--- src/rtl/fifo_pkg.sv ---
// Shared constants and helpers for the parametrised FIFO.
package fifo_pkg;

  localparam int unsigned FIFO_DATA_WIDTH = 32;
  localparam int unsigned FIFO_DEPTH      = 8;

  // Width of a counter that holds 0..depth inclusive.
  function automatic int unsigned level_width(input int unsigned depth);
    return $clog2(depth + 1);
  endfunction

  // Advance a pointer, wrapping after depth-1 (depth need not be a power of two).
  function automatic int unsigned ptr_inc(input int unsigned ptr, input int unsigned depth);
    return (ptr == depth - 1) ? 0 : ptr + 1;
  endfunction

endpackage

--- src/rtl/fifo_mem.sv ---
// FIFO storage: one write port, one registered read port with enable.
module fifo_mem #(
  parameter int unsigned DATA_WIDTH = 32,
  parameter int unsigned DEPTH      = 8,
  parameter int unsigned AW         = 3
) (
  input  logic                  clk,
  input  logic                  rst_n,
  input  logic                  we_i,
  input  logic [AW-1:0]         waddr_i,
  input  logic [DATA_WIDTH-1:0] wdata_i,
  input  logic                  re_i,
  input  logic [AW-1:0]         raddr_i,
  output logic [DATA_WIDTH-1:0] rdata_o
);

  logic [DATA_WIDTH-1:0] mem_q [DEPTH];
  logic [DATA_WIDTH-1:0] rdata_q;

  // Storage array write; contents survive reset.
  always_ff @(posedge clk) begin
    if (we_i) mem_q[waddr_i] <= wdata_i;
  end

  // Read register: loads only on an accepted read, so it holds otherwise.
  // A same-edge write to the read address returns the old word.
  always_ff @(posedge clk) begin
    if (!rst_n)    rdata_q <= '0;
    else if (re_i) rdata_q <= mem_q[raddr_i];
  end

  assign rdata_o = rdata_q;

endmodule

--- src/rtl/fifo_param.sv ---
// Parametrised synchronous FIFO with level, thresholds, flush and error pulses.
module fifo_param
  import fifo_pkg::*;
#(
  parameter int unsigned DATA_WIDTH = FIFO_DATA_WIDTH,
  parameter int unsigned DEPTH      = FIFO_DEPTH,
  parameter int unsigned AF_LEVEL   = DEPTH - 2,
  parameter int unsigned AE_LEVEL   = 1
) (
  input  logic                           clk,
  input  logic                           rst_n,
  input  logic                           clear_in,
  input  logic                           we_in,
  input  logic [DATA_WIDTH-1:0]          data_in,
  input  logic                           re_in,
  output logic [DATA_WIDTH-1:0]          data_out,
  output logic                           full_out,
  output logic                           one_p_out,
  output logic                           empty_out,
  output logic                           one_d_out,
  output logic                           almost_full_out,
  output logic                           almost_empty_out,
  output logic [level_width(DEPTH)-1:0]  level_out,
  output logic                           overflow_out,
  output logic                           underflow_out
);

  localparam int unsigned LW = level_width(DEPTH);
  localparam int unsigned PW = (DEPTH > 1) ? $clog2(DEPTH) : 1;

  // Parameter legality, caught at elaboration.
  if (DATA_WIDTH < 1) begin : g_bad_width
    $error("fifo_param: DATA_WIDTH must be >= 1");
  end
  if (DEPTH < 2) begin : g_bad_depth
    $error("fifo_param: DEPTH must be >= 2");
  end
  if (AF_LEVEL < 1 || AF_LEVEL > DEPTH) begin : g_bad_af
    $error("fifo_param: AF_LEVEL must be in 1..DEPTH");
  end
  if (AE_LEVEL > DEPTH - 1) begin : g_bad_ae
    $error("fifo_param: AE_LEVEL must be in 0..DEPTH-1");
  end

  logic [PW-1:0] wptr_q, wptr_d;
  logic [PW-1:0] rptr_q, rptr_d;
  logic [LW-1:0] level_q, level_d;
  logic          ovf_q, ovf_d;
  logic          unf_q, unf_d;
  logic          rd_ok, wr_ok;
  logic          is_full, is_empty;

  assign is_full  = (level_q == LW'(DEPTH));
  assign is_empty = (level_q == '0);

  // A read frees a slot in the same cycle, so a full FIFO still takes a write
  // when it is also being read.
  assign rd_ok = re_in && !is_empty;
  assign wr_ok = we_in && (!is_full || rd_ok);

  // Next-state: pointers, level and error pulses; flush overrides requests.
  always_comb begin
    wptr_d  = wptr_q;
    rptr_d  = rptr_q;
    level_d = level_q;
    ovf_d   = 1'b0;
    unf_d   = 1'b0;
    if (clear_in) begin
      wptr_d  = '0;
      rptr_d  = '0;
      level_d = '0;
    end else begin
      if (wr_ok) wptr_d = PW'(ptr_inc(32'(wptr_q), DEPTH));
      if (rd_ok) rptr_d = PW'(ptr_inc(32'(rptr_q), DEPTH));
      unique case ({wr_ok, rd_ok})
        2'b10:   level_d = level_q + LW'(1);
        2'b01:   level_d = level_q - LW'(1);
        default: level_d = level_q;
      endcase
      ovf_d = we_in && !wr_ok;
      unf_d = re_in && !rd_ok;
    end
  end

  // Control state register with synchronous active-low reset.
  always_ff @(posedge clk) begin
    if (!rst_n) begin
      wptr_q  <= '0;
      rptr_q  <= '0;
      level_q <= '0;
      ovf_q   <= 1'b0;
      unf_q   <= 1'b0;
    end else begin
      wptr_q  <= wptr_d;
      rptr_q  <= rptr_d;
      level_q <= level_d;
      ovf_q   <= ovf_d;
      unf_q   <= unf_d;
    end
  end

  fifo_mem #(
    .DATA_WIDTH (DATA_WIDTH),
    .DEPTH      (DEPTH),
    .AW         (PW)
  ) u_mem (
    .clk     (clk),
    .rst_n   (rst_n),
    .we_i    (wr_ok && !clear_in && rst_n),
    .waddr_i (wptr_q),
    .wdata_i (data_in),
    .re_i    (rd_ok && !clear_in && rst_n),
    .raddr_i (rptr_q),
    .rdata_o (data_out)
  );

  assign full_out         = is_full;
  assign one_p_out        = (level_q == LW'(DEPTH - 1));
  assign empty_out        = is_empty;
  assign one_d_out        = (level_q == LW'(1));
  assign almost_full_out  = (level_q >= LW'(AF_LEVEL));
  assign almost_empty_out = (level_q <= LW'(AE_LEVEL));
  assign level_out        = level_q;
  assign overflow_out     = ovf_q;
  assign underflow_out    = unf_q;

endmodule

--- config.mk ---
export PLATFORM = sky130hd
export DESIGN_NAME = fifo_param
export DESIGN_NICKNAME = d
export VERILOG_FILES = /design/src/rtl/fifo_pkg.sv /design/src/rtl/fifo_mem.sv /design/src/rtl/fifo_param.sv
export SDC_FILE = /design/constraint.sdc
export NUM_CORES = 1
export LEC_CHECK = 0
export BUFFER_PORTS_ARGS = -buffer_cell sky130_fd_sc_hd__clkbuf_2
export CAP_MARGIN = 20
export CORE_ASPECT_RATIO = 1.75
export CORE_MARGIN = 2
export CORE_UTILIZATION = 45
export CTS_CLUSTER_DIAMETER = 50
export DETAILED_ROUTE_END_ITERATION = 16
export PLACE_DENSITY = 0.61
export SLEW_MARGIN = 10
export SYNTH_ARGS = -nofsm -noshare
export SYNTH_HDL_FRONTEND = slang
export SYNTH_SLANG_ARGS = --single-unit
--- constraint.sdc ---
create_clock -name clk -period 5.95 [get_ports clk]
set_input_delay 1.19 -clock clk [delete_from_list [all_inputs] [get_ports clk]]
set_output_delay 1.19 -clock clk [all_outputs]
set_load 0.02 [all_outputs]
==> run metrics, run 1 <==
DR DRC count 0; Mapped Area 11600 sq um; Iter 0 DRT Violations 430; total power 4.23 mW; Layout Nets 847; Top Ports 81; WS Path Type input port to register; leakage power total ~4.3 nW; final wirelength 23.5 mm; RSZ-0062 raised after global routing no; layout cells sized above 1 a little under a fifth; Flop pwr share 54.4%; Hold Crit Class register to register; Fillers 2078; number of vias per cell 5.52; Die Ht 217 um; chip width 126 um; ANT nets after route 0; WL per Instance 20.7 um; Worst EP required approximately 6100 ps; Main synth FF type edfxtp_1; DRT Pass-1 Iters 5; worst clock skew 10.5 ps; total CTS buffers 26; final instance area ~13000 sq um; worst rel slew slack 28.4%; maxcap violations 0; sw frac a little under a fifth; final setup fails 0; CTS sink cnt 300; Worst-Skew Late Latency 530 ps; maximum VDD drop 206 uV; diode count 0; Synth-to-Final Area Change 14.7%; total global routing overflow 0; dpl hpwl 13.6 mm; CP endpoint kind register; CTS tree built; std cell rows 77; Seq/Total Area, Yosys between 70% and 80%; final max-slew violation count 0; Final Critical Period ~3700 ps; Logic pwr share 2.4%; Net Switching 0.803 mW; clock-pin slew on the worst setup and hold paths around 70 ps; final hold vios 0; most frequent cells in the layout edfxtp_1 (256), mux2i_1 (132), clkbuf_2 (80); RePlAce Congestion 0.798; FFs w/ async S/R, synth 0%; Clock power frac 43.2%; overall routing resource usage 17.2%; fmax 272 MHz; internal power about 3.4 mW; post-synthesis net count 771; status finished clean; post-synthesis area per instance about 16 sq um; Placement Cell Area approximately 12000 sq um; Seq cells post-synth 300; I/O Buffers 80; Syn. warnings 0; CTS resizes 0; Yosys cell types 38; first-pass GRT wire length 36.5 mm; CP Max Fanout 34; initial core utilization 45.9%; worst slew pin tran 1070 ps; postcts setup bufs 0; CTS Hold Buffers Added 0; Root Driver clkbuf_16; setup TNS 0 ps; DR vias approximately 6.3k; H-tree depth 1; initial antenna violation count 0; Core Area 25300 sq um; largest net degree at the start of global routing 68; commonest non-fill, non-tap cell in the layout edfxtp_1; crit path DAT between 3000 and 4000 ps; power density over cell area between 300 and 400 nW/um^2; vias in the first global route 6570; final period utilization 61.8%; Max clock buf depth 3; number of synthesized flops with an enable pin 256; Mapped Cells 726; DIE AREA 27200 sq um; startpoint types input port
state kept, by name (all words and copies together) (netlist names):
signal and flops:
u_mem.mem_q 256, u_mem.rdata_o 32, level_out 4, rptr_q 3
wptr_q 3, overflow_out 1, underflow_out 1
worst paths after layout:
check	slack (ps)	endpoint	cells past startpoint	startpoint
worst max register to register	2970	u_mem.mem_q[1][10]	6	level_out[0]
worst max-delay path	2270	u_mem.mem_q[1][10]	4	rst_n
worst min register to register	450	u_mem.rdata_o[6]	2	u_mem.rdata_o[6]
worst min-delay path	450	u_mem.rdata_o[6]	2	u_mem.rdata_o[6]
synthesized netlist by cell type, types with 2 or more instances:
library cell,instances,area [sq um]
nand3_1,33,165
o21ai_0,37,185
a21oi_1,5,25.0
nand2_1,44,165
nor2b_1,3,18.8
clkbuf_1,15,56.3
a22oi_1,64,480
o21ai_2,2,17.5
edfxtp_1,256,7690
or3_1,4,25.0
buf_4,13,97.6
dfxtp_1,44,881
nor2_1,11,41.3
buf_6,2,22.5
mux2i_1,132,1320
a31oi_1,3,18.8
inv_1,4,15.0
or2_2,2,12.5
nand2b_1,6,37.5
buf_2,15,75.1
nor3_1,6,30.0
and3_1,2,12.5
ha_1,8,100
stage by stage:
stage                     setup slack (ps)  hold slack (ps)  cells  util (%)
after CTS                             2150              460   1135      52.4
after global routing                  2060              482   1138      52.6
after detailed placement              1600              451   1087      48.7
final                                 2270              455   1138      52.6
after global placement                1690              452   1086      48.6
after floorplan                       1280              490    726         -
worst max-delay path: stages:
cell and delay, ps:
clkbuf_2 650, nand2b_1 460, or3_1 620, nor2_4 870
cell type report:
class / instances / area (sq um) / area share [%]
flip-flops and latches: 300 / 8570 / 64.3
multi-input cells: 377 / 2880 / 21.6
clock buffers: 33 / 708 / 5.31
repair buffers: 93 / 547 / 4.10
well taps: 316 / 395 / 2.96
clock inverters: 15 / 225 / 1.69
inverters: 4 / 15.0 / 0.113
power by group through the flow:
stage	Clock, mW	Sequential (mW)	Combinational [mW]
after global routing	1.95	2.30	0.112
after floorplan	0	2.35	0.0422
after global placement	0	2.34	0.0971
final	1.83	2.30	0.101
after detailed placement	0	2.34	0.102
after CTS	1.86	2.30	0.102
cell families (layout without fill, tap and decap cells):
kind of cell	count (synthesis)	after routing	share of synthesized area, %
DFF	300	300	73.7
muxes	132	132	11.4
and+or+nand+nor	121	121	5.23
AOI/OAI and AO/OA	115	115	6.53
buffers and inverters	49	145	2.29
adders and majority gates	8	8	0.861
xor gates and xnor gates	1	1	0.0753
layer usage:
layer / wire, um / vias up / GRT usage, %
met5: 0 / - / 0
met4: 488 / 0 / 5.33
met3: 928 / 34 / 2.35
met2: 12900 / 142 / 32.6
met1: 9260 / 3146 / 19.9
li1: - / 2959 / -
No activity file was read; power rests on OpenSTA's default activity.
==> run 2: changes to the inputs <==
Clock period 5.95 ns to 3.7 ns, I/O delays scaled along.
==> run 2 against run 1 <==
  * Final cell count up 0.44%
  * Global-route usage up 0.29 points
  * Non-clock buffer count up 5
  * Clock power up 57%
  * Die area unchanged
  * Sequential power up 61%
  * Critical path type is now register to output pin
  * Critical endpoint is now almost_empty_out
  * Largest cell class unchanged
  * Largest power group unchanged
==> run metrics, run 2 (synthesis results as in run 1) <==
total CTS buffers 26 (unchanged); CTS Hold Buffers Added 0 (unchanged); fmax 353 MHz; register area 8570 sq um (unchanged); Flop pwr share 54.8% (was 54.4%); ANT nets after route 0 (unchanged); Logic pwr share 2.5% (was 2.4%); RePlAce Congestion 0.807 (was 0.798); commonest non-fill, non-tap cell in the layout edfxtp_1 (unchanged); Final Critical Period 2840 ps; CP Max Fanout 8 (was 34); final instance area 13400 sq um (was 13300 sq um); Clock power frac 42.6% (was 43.2%); Max clock buf depth 3 (unchanged); final max-slew violation count 0 (unchanged); final period utilization 76.6%; final wirelength 23.8 mm (was 23.5 mm); DRT Pass-1 Iters 4 (was 5); Die Ht 217 um (unchanged); number of vias per cell 5.51 (was 5.52); final setup fails 0 (unchanged); largest net degree at the start of global routing 65 (was 68); DIE AREA 27200 sq um (unchanged); Worst-Skew Late Latency 530 ps (about the same); CTS tree built (unchanged); Root Driver clkbuf_16 (unchanged); WL per Instance 20.8 um (was 20.7 um); power density over cell area 502 nW/um^2 (was 317 nW/um^2); vias in the first global route 6624 (was 6570); first-pass GRT wire length 37.3 mm (was 36.5 mm); Fillers 2041 (was 2078); total global routing overflow 0 (unchanged); layout cells sized above 1 19.6% (was 18.7%); DR vias 6293 (was 6281); internal power 5.45 mW (was 3.42 mW); Top reg by flops u_mem.mem_q (unchanged); overall routing resource usage 17.5% (was 17.2%); worst rel slew slack 34.2% (was 28.4%); status finished clean (unchanged); Net Switching 1.30 mW (was 0.803 mW); Synth-to-Final Area Change 15.3% (was 14.7%); Layout Cells excl Fill 1143 (was 1138); postcts setup bufs 0 (unchanged); DR DRC count 0 (unchanged); setup TNS 0 ps (unchanged); final hold vios 0 (unchanged); r2r setup slk 920 ps (was 2970 ps); Worst EP required 2960 ps (was 6100 ps); initial antenna violation count 0 (unchanged); Iter 0 DRT Violations 407 (was 430); worst slew pin tran 984 ps (was 1070 ps); clock-pin slew on the worst setup and hold paths 70 ps (about the same); maximum VDD drop 303 uV (was 206 uV); worst clock skew 11.3 ps (was 10.5 ps); Placement Cell Area 12500 sq um (was 12300 sq um); CP endpoint kind output pin (was register); area of the multi-input gates 2880 sq um (about the same); crit path DAT 2100 ps (was 3820 ps); RSZ-0062 raised after global routing no (unchanged); sw frac 19.2% (was 19.0%); I/O Buffers 80 (unchanged); Hold Crit Class register to register (unchanged); std cell rows 77 (unchanged); placed insts 1094 (was 1087); initial core utilization 45.9% (unchanged); Core Area 25300 sq um (unchanged); WS Path Type register to output pin (was input port to register); CTS sink cnt 300 (unchanged); maxcap violations 0 (unchanged); H-tree depth 1 (unchanged); Hold Slack 455 ps (about the same); startpoint types register (was input port); diode count 0 (unchanged); CTS resizes 0 (unchanged); chip width 126 um (unchanged); most frequent cells in the layout edfxtp_1 (256), mux2i_1 (132), clkbuf_2 (80) (unchanged); Largest register FFs 256 (unchanged); Top Ports 81 (unchanged); Layout Nets 852 (was 847); leakage power total 4.28 nW (was 4.26 nW); dpl hpwl 14.4 mm (was 13.6 mm)
## run 2: changes by cell type in the layout (fill, tap and decap cells not counted), sizes merged
cell | before | now
clkinvlp | 0 | 1
buf | 13 | 18
clkbuf | 113 | 115
bufinv | 6 | 4
clkinv | 9 | 8
## run 2: worst paths after layout
check	from	endpoint	depth (start not counted)
worst max register to register	level_out[1]	u_mem.mem_q[0][11]	7
worst max-delay path	level_out[1]	almost_empty_out	5
worst min-delay path	u_mem.rdata_o[22]	u_mem.rdata_o[22]	2
worst min register to register	u_mem.rdata_o[22]	u_mem.rdata_o[22]	2
## run 2: power groups by stage
stage / registers, mW / logic (mW) / clock network, mW
2_1_floorplan: 3.78 / 0.0681 / 0
3_3_place_gp: 3.77 / 0.164 / 0
3_5_place_dp: 3.77 / 0.172 / 0
4_1_cts: 3.70 / 0.173 / 2.93
5_1_grt: 3.70 / 0.188 / 3.06
6_report: 3.70 / 0.171 / 2.87
## run 2: final cells by class
| type | instances | area share (%) |
|---|---|---|
| clock inverter | 13 | 1.23 |
| inverter | 4 | 0.112 |
| tap | 316 | 2.95 |
| clock buffer | 35 | 5.63 |
| sequential | 300 | 63.9 |
| multi-input combinational | 377 | 21.5 |
| timing repair buffer | 98 | 4.70 |
## run 2: routing by layer
metal	GRT usage (%)	vias up	routed length, um	share of wire (%)
li1	-	2971	-	-
met1	21.5	3127	9480	40
met2	30.9	149	12500	53
met3	2.10	46	929	3.9
met4	7.56	0	845	3.5
met5	0	-	0	0
## run 2: critical path, cell delays in order (launching register included)
cell and delay [ps]:
dfxtp_1 480, inv_1 120, ha_1 290, nor3b_4 210, or2_2 310, clkbuf_2 150
## run 2: per-stage QoR
step	power [mW]	util, %	worst slack [ps]
2_1_floorplan	3.85	-	334
3_3_place_gp	3.93	49.3	656
3_5_place_dp	3.94	49.3	532
4_1_cts	6.80	52.9	853
5_1_grt	6.94	53.0	772
6_report	6.74	53.0	865
